### src/rtl/riscv_pkg.sv
// Shared definitions for the RISC-V pipeline control blocks: opcode constants,
// hazard-controller state encoding and register-use decode helpers.
package riscv_pkg;

    localparam logic [6:0] OP_LOAD   = 7'b0000011;
    localparam logic [6:0] OP_ITYPE  = 7'b0010011;
    localparam logic [6:0] OP_STORE  = 7'b0100011;
    localparam logic [6:0] OP_BRANCH = 7'b1100011;
    localparam logic [6:0] OP_RTYPE  = 7'b0110011;

    typedef enum logic [2:0] {
        ST_RUN,
        ST_MEM_WAIT,
        ST_DRAIN,
        ST_HALTED,
        ST_ERROR
    } hz_state_e;

    // Pipeline steering bundle, ordered as the controller's output ports.
    typedef struct packed {
        logic pc_write;
        logic if_id_write;
        logic if_id_flush;
        logic pipe_hold;
        logic control_sel;
    } hz_ctrl_t;

    localparam hz_ctrl_t CTRL_RUN = '{pc_write: 1'b1, if_id_write: 1'b1, if_id_flush: 1'b0,
                                      pipe_hold: 1'b0, control_sel: 1'b0};
    localparam hz_ctrl_t CTRL_HOLD = '{pc_write: 1'b0, if_id_write: 1'b0, if_id_flush: 1'b0,
                                       pipe_hold: 1'b1, control_sel: 1'b0};
    localparam hz_ctrl_t CTRL_FLUSH = '{pc_write: 1'b1, if_id_write: 1'b1, if_id_flush: 1'b1,
                                        pipe_hold: 1'b0, control_sel: 1'b1};
    localparam hz_ctrl_t CTRL_BUBBLE = '{pc_write: 1'b0, if_id_write: 1'b0, if_id_flush: 1'b0,
                                         pipe_hold: 1'b0, control_sel: 1'b1};
    localparam hz_ctrl_t CTRL_BUBBLE_HOLD = '{pc_write: 1'b0, if_id_write: 1'b0, if_id_flush: 1'b0,
                                              pipe_hold: 1'b1, control_sel: 1'b1};

    function automatic logic uses_rs1(input logic [6:0] opcode);
        return opcode inside {OP_LOAD, OP_ITYPE, OP_STORE, OP_BRANCH, OP_RTYPE};
    endfunction

    function automatic logic uses_rs2(input logic [6:0] opcode);
        return opcode inside {OP_STORE, OP_BRANCH, OP_RTYPE};
    endfunction

endpackage

### src/rtl/sat_counter.sv
// Up-counter that sticks at all-ones instead of wrapping.
module sat_counter #(
    parameter int W = 16
) (
    input  logic         clk,
    input  logic         rst_n,
    input  logic         en,
    output logic [W-1:0] count
);

    always_ff @(posedge clk or negedge rst_n) begin
        if (!rst_n) begin
            count <= '0;
        end else if (en && (count != '1)) begin
            count <= count + 1'b1;
        end
    end

endmodule

### src/rtl/hazard_controller.sv
// Five-stage pipeline hazard controller: load-use stalls, branch squash,
// data-memory waits with timeout, halt/drain, and saturating perf counters.
module hazard_controller
    import riscv_pkg::*;
#(
    parameter int MEM_TIMEOUT  = 255,
    parameter int DRAIN_CYCLES = 3,
    parameter int CNT_W        = 16
) (
    input  logic             clk,
    input  logic             rst_n,
    input  logic [6:0]       id_opcode,
    input  logic [4:0]       id_rs1,
    input  logic [4:0]       id_rs2,
    input  logic             ex_mem_read,
    input  logic [4:0]       ex_rd,
    input  logic             ex_branch_taken,
    input  logic             mem_req,
    input  logic             mem_ready,
    input  logic             halt_req,
    output logic             pc_write,
    output logic             if_id_write,
    output logic             if_id_flush,
    output logic             pipe_hold,
    output logic             control_sel,
    output logic             halted,
    output logic             mem_error,
    output logic [CNT_W-1:0] stall_cycles,
    output logic [CNT_W-1:0] flush_count
);

    localparam int WAIT_W  = $clog2(MEM_TIMEOUT + 1);
    localparam int DRAIN_W = $clog2(DRAIN_CYCLES + 1);
    localparam logic [WAIT_W-1:0]  WAIT_LAST  = WAIT_W'(MEM_TIMEOUT - 1);
    localparam logic [DRAIN_W-1:0] DRAIN_LOAD = DRAIN_W'(DRAIN_CYCLES - 1);

    hz_state_e          state;
    logic [WAIT_W-1:0]  wait_cnt;
    logic [DRAIN_W-1:0] drain_cnt;
    hz_ctrl_t           ctrl;
    logic               flush_evt;
    logic               load_use;
    logic               mem_stall;

    assign load_use = ex_mem_read && (ex_rd != 5'd0) &&
                      ((uses_rs1(id_opcode) && (ex_rd == id_rs1)) ||
                       (uses_rs2(id_opcode) && (ex_rd == id_rs2)));
    assign mem_stall = mem_req && !mem_ready;

    // NOTE: every output gets a default before the case so no path leaves it unassigned (no latch).
    always_comb begin
        ctrl      = CTRL_RUN;
        flush_evt = 1'b0;
        unique case (state)
            ST_RUN: begin
                if (mem_stall) begin
                    ctrl = CTRL_HOLD;
                end else if (ex_branch_taken) begin
                    ctrl      = CTRL_FLUSH;
                    flush_evt = 1'b1;
                end else if (halt_req || load_use) begin
                    ctrl = CTRL_BUBBLE;
                end
            end
            ST_MEM_WAIT: if (!mem_ready) ctrl = CTRL_HOLD;
            ST_DRAIN:    ctrl = mem_stall ? CTRL_BUBBLE_HOLD : CTRL_BUBBLE;
            ST_HALTED:   ctrl = CTRL_BUBBLE;
            ST_ERROR:    ctrl = CTRL_BUBBLE_HOLD;
            default:     ctrl = CTRL_BUBBLE;
        endcase
        // Reset must bubble the decoder immediately, not after the next edge.
        if (!rst_n) begin
            ctrl      = CTRL_BUBBLE;
            flush_evt = 1'b0;
        end
    end

    assign {pc_write, if_id_write, if_id_flush, pipe_hold, control_sel} = ctrl;
    assign halted    = (state == ST_HALTED);
    assign mem_error = (state == ST_ERROR);

    // NOTE: sequential state uses non-blocking assignments so all registers update together.
    always_ff @(posedge clk or negedge rst_n) begin
        if (!rst_n) begin
            state     <= ST_RUN;
            wait_cnt  <= '0;
            drain_cnt <= '0;
        end else begin
            unique case (state)
                ST_RUN: begin
                    if (mem_stall) begin
                        state    <= ST_MEM_WAIT;
                        wait_cnt <= WAIT_W'(1);
                    end else if (!ex_branch_taken && halt_req) begin
                        state     <= ST_DRAIN;
                        drain_cnt <= DRAIN_LOAD;
                    end
                end
                ST_MEM_WAIT: begin
                    if (mem_ready) begin
                        state <= ST_RUN;
                    end else begin
                        wait_cnt <= wait_cnt + 1'b1;
                        if (wait_cnt >= WAIT_LAST) state <= ST_ERROR;
                    end
                end
                ST_DRAIN: begin
                    // A stalled memory access keeps EX/MEM occupied, so the drain pauses.
                    if (!mem_stall) begin
                        if (drain_cnt <= DRAIN_W'(1)) state <= ST_HALTED;
                        else                          drain_cnt <= drain_cnt - 1'b1;
                    end
                end
                ST_HALTED: if (!halt_req) state <= ST_RUN;
                ST_ERROR:  state <= ST_ERROR;
                default:   state <= ST_RUN;
            endcase
        end
    end

    sat_counter #(.W(CNT_W)) u_stall_cnt (
        .clk   (clk),
        .rst_n (rst_n),
        .en    (!pc_write),
        .count (stall_cycles)
    );

    sat_counter #(.W(CNT_W)) u_flush_cnt (
        .clk   (clk),
        .rst_n (rst_n),
        .en    (flush_evt),
        .count (flush_count)
    );

endmodule

### config.mk
export PLATFORM = sky130hd
export DESIGN_NAME = hazard_controller
export DESIGN_NICKNAME = d
export VERILOG_FILES = /design/src/rtl/riscv_pkg.sv /design/src/rtl/sat_counter.sv /design/src/rtl/hazard_controller.sv
export SDC_FILE = /design/constraint.sdc
export NUM_CORES = 1
export LEC_CHECK = 0
export ABC_CLOCK_PERIOD_IN_PS = 2100
export CAP_MARGIN = 10
export CELL_PAD_IN_SITES_DETAIL_PLACEMENT = 0
export CELL_PAD_IN_SITES_GLOBAL_PLACEMENT = 1
export CORE_UTILIZATION = 37
export DETAILED_ROUTE_END_ITERATION = 8
export PLACE_DENSITY = 0.84
export SYNTH_ARGS = -nofsm -noshare
export SYNTH_HDL_FRONTEND = slang
export SYNTH_SLANG_ARGS = --single-unit
export TNS_END_PERCENT = 30
### constraint.sdc
create_clock -name clk -period 2.1 [get_ports clk]
set_clock_uncertainty 0.1 [all_clocks]
set_input_delay 0.315 -clock clk [delete_from_list [all_inputs] [get_ports clk]]
set_output_delay 0.315 -clock clk [all_outputs]
set_load 0.02 [all_outputs]
==> reports/results.ini <==
[status]
run_status=finished with violations
violations=DRC

[route]
drtIter0Drc=70
drt-total-wl_um=5970
detail_route.vias_per_cell=4.96
dr.pass1.iters=6
wl_per_cell_um=13.8
drc_errors=6
drtAntennaViolNets=0
num_vias=2143

[clocking]
cts_tree=yes
path_clk_slew_ns=0.09
cts_root_buffer=clkbuf_8
htreeDepth=2
clk_latency_ns=0.30
cts_buffer_depth=2
cts_sinks=45
cts_hold_buffers=0
cts_buffers=5

[hold_path]
hold_class=primary input to asynchronous set/reset pin

[grt]
grt_antenna_before_repair=0
grt_max_degree=46
overflow=0
grt_pass1_vias=2108
grt_use_total_pct=17.5
grt_pass1_wl_um=9890

[worst_setup_path]
crit_path_start=ex_rd[1]
worstPathMaxFanout=3
startpoint_type=primary input
crit_path_end_kind=primary output
r2r_setup_slack_ns=0.08
critical_path_arrival_ns=1.64
worstReg2RegStart=state[2]$_DFFE_PN0P_
cp-endpoint=control_sel
crit_type=primary input to primary output
r2r_end=u_flush_cnt.count[10]$_DFFE_PN0P_
critical_path_required_ns=1.68
r2r_cells=7

[placed_design]
port_buffers=67
hpwl_um=4260
gp_congestion=0.744

[synthesis]
netlist_top_cells_area=dfrtp_1, xnor2_1, xor2_1
yosys.area.top_type_share_pct=45.2
syn_nets=278
synth_edf_count=0
synthDistinctLibCells=49
async_flop_share_pct=100
ys.warnings.count=0
yosys.area.top_type=dfrtp_1
ys_ff_latch=45
syn_area_mm2=0.00249
syn_inst=244
ys.flop_type=dfrtp_1
ys_seq_area_share_pct=45.2
avgSynthCellArea_um2=10.2

[timing]
min_period_over_period_pct=98.1
hold_viol=0
slew_headroom_pct=62.1
tightest_slew_ns=0.569
fmax_mhz=486
holdWs_ns=0.0294
rsz0062_at_grt=yes
setup_viol=0
finalMaxSlewViolations=0
fin_crit_ns=2.06

[pwr]
irDropWorstVdd_v=0.000672
leakagePower_nw=1.64
p_per_area_mw_per_mm2=955

[floorplanning]
start_util_pct=38.7
core-area_mm2=0.00642
rows=29
die_x_um=84.0
die_h_um=84.0
io_pins=68
die_area_mm2=0.00706

[cells_and_area]
final_util_pct=57.4
synthToLayoutAreaGrowth_pct=48.1
multi_input_area_mm2=0.00141
n_fill_cell=570
drive_above_1_share_pct=25.4
final_nets=388
ff_latch_area_mm2=0.00113
diodes=0

[job]
cap_violations=0

==> synthesized netlist by cell type (2+ instances only) <==
master / n
o21ai_0: 2
xnor2_1: 30
nand2_1: 26
or3_1: 2
a21oi_1: 9
and2_1: 3
nand2b_1: 7
mux2_1: 2
xor2_1: 15
nor4_1: 2
nand4_1: 10
inv_1: 5
nor3_1: 6
and4_1: 3
ha_1: 5
nor3b_1: 2
or3b_1: 2
nor2_1: 18
and3_1: 4
dfrtp_1: 45
buf_4: 2
nand3_1: 17
==> layout by cell type, fill, tap and decap left out, drive strengths merged, types with 9 or more instances in the layout <==
master and count:
nor2 19, nand3 17, a21oi 9, xor2 15, nand2 26, dfrtp 45
nand4 11, xnor2 30, clkdlybuf4s50 40, buf 54
==> per-stage QoR <==
stage          setup slack [ns]  power (mW)  setup TNS [ns]  cell area, um^2  cells
4_1_cts                0.000179        3.52               0             3600    428
6_report                 0.0408        3.52               0             3690    432
3_5_place_dp             -0.880        2.82          -14.92             3480    418
5_1_grt                 -0.0510        3.77          -0.328             3690    432
2_1_floorplan            0.0497        2.09               0             2490    244
3_3_place_gp             -0.790        2.79          -14.37             3480    418
==> report_power, final <==
| group | leakage (nW) | total (mW) | switching [mW] | internal [mW] |
|---|---|---|---|---|
| clock network | 0.0554 | 0.659 | 0.301 | 0.357 |
| logic | 0.995 | 1.62 | 0.782 | 0.842 |
| registers | 0.586 | 1.24 | 0.185 | 1.05 |
| total | 1.64 | 3.52 | 1.27 | 2.25 |
==> state kept, by name, indices dropped and copies added, names as in the netlist <==
| name | cells |
|---|---|
| u_flush_cnt.count | 16 |
| state | 3 |
| u_stall_cnt.count | 16 |
| drain_cnt | 2 |
| wait_cnt | 8 |
==> cell type report <==
type | count | area share [%]
Tap cell | 77 | 2.61
Clock inverter | 2 | 1.05
Timing Repair Buffer | 107 | 25.0
Multi-Input combinational cell | 190 | 38.3
Inverter | 5 | 0.509
Clock buffer | 6 | 1.97
Sequential cell | 45 | 30.5
==> cell families after synthesis <==
group           synth area share (%)
mux                             2.36
compound gates                  7.59
simple gates                    24.3
flops                           45.2
xor+xnor                        15.8
buf+inv                         2.16
fa+ha+maj                       2.51
==> repair_timing <==
item | in CTS | in global routing
pin swaps | 13 | 12
gates resized for setup | 78 | 20
gates cloned | 0 | 1
buffers inserted | 2 | 3
setup endpoints to repair | 30 | 24
==> worst min path at each step <==
stage	cells after the start	endpoint	startpoint	slack, ns
floorplan	0	drain_cnt[0]$_DFFE_PN0P_	rst_n	-0.08
global placement	2	state[1]$_DFFE_PN0P_	rst_n	0.38
detailed placement	2	state[1]$_DFFE_PN0P_	rst_n	0.38
CTS	2	state[1]$_DFFE_PN0P_	rst_n	0.04
global route	2	wait_cnt[6]$_DFFE_PN0P_	rst_n	0.08
finish	2	state[1]$_DFFE_PN0P_	rst_n	0.03
==> critical path, cell delays in order <==
cell and delay, ns:
buf_8 0.10, xor2_2 0.16, nor4_2 0.28, o2bb2ai_1 0.14, a41o_2 0.25, buf_6 0.10
o21ai_0 0.06, nand2_1 0.10, buf_6 0.12
==> layer usage <==
metal | vias to the layer above | track usage [%] | part of all wire (%)
met2 | 43 | 28.6 | 50
met1 | 1025 | 23.5 | 45
met5 | - | 0 | 0
li1 | 1067 | - | -
met3 | 8 | 3.46 | 3.7
met4 | 0 | 5.17 | 1.4
Power figures use the tool's default switching activity.
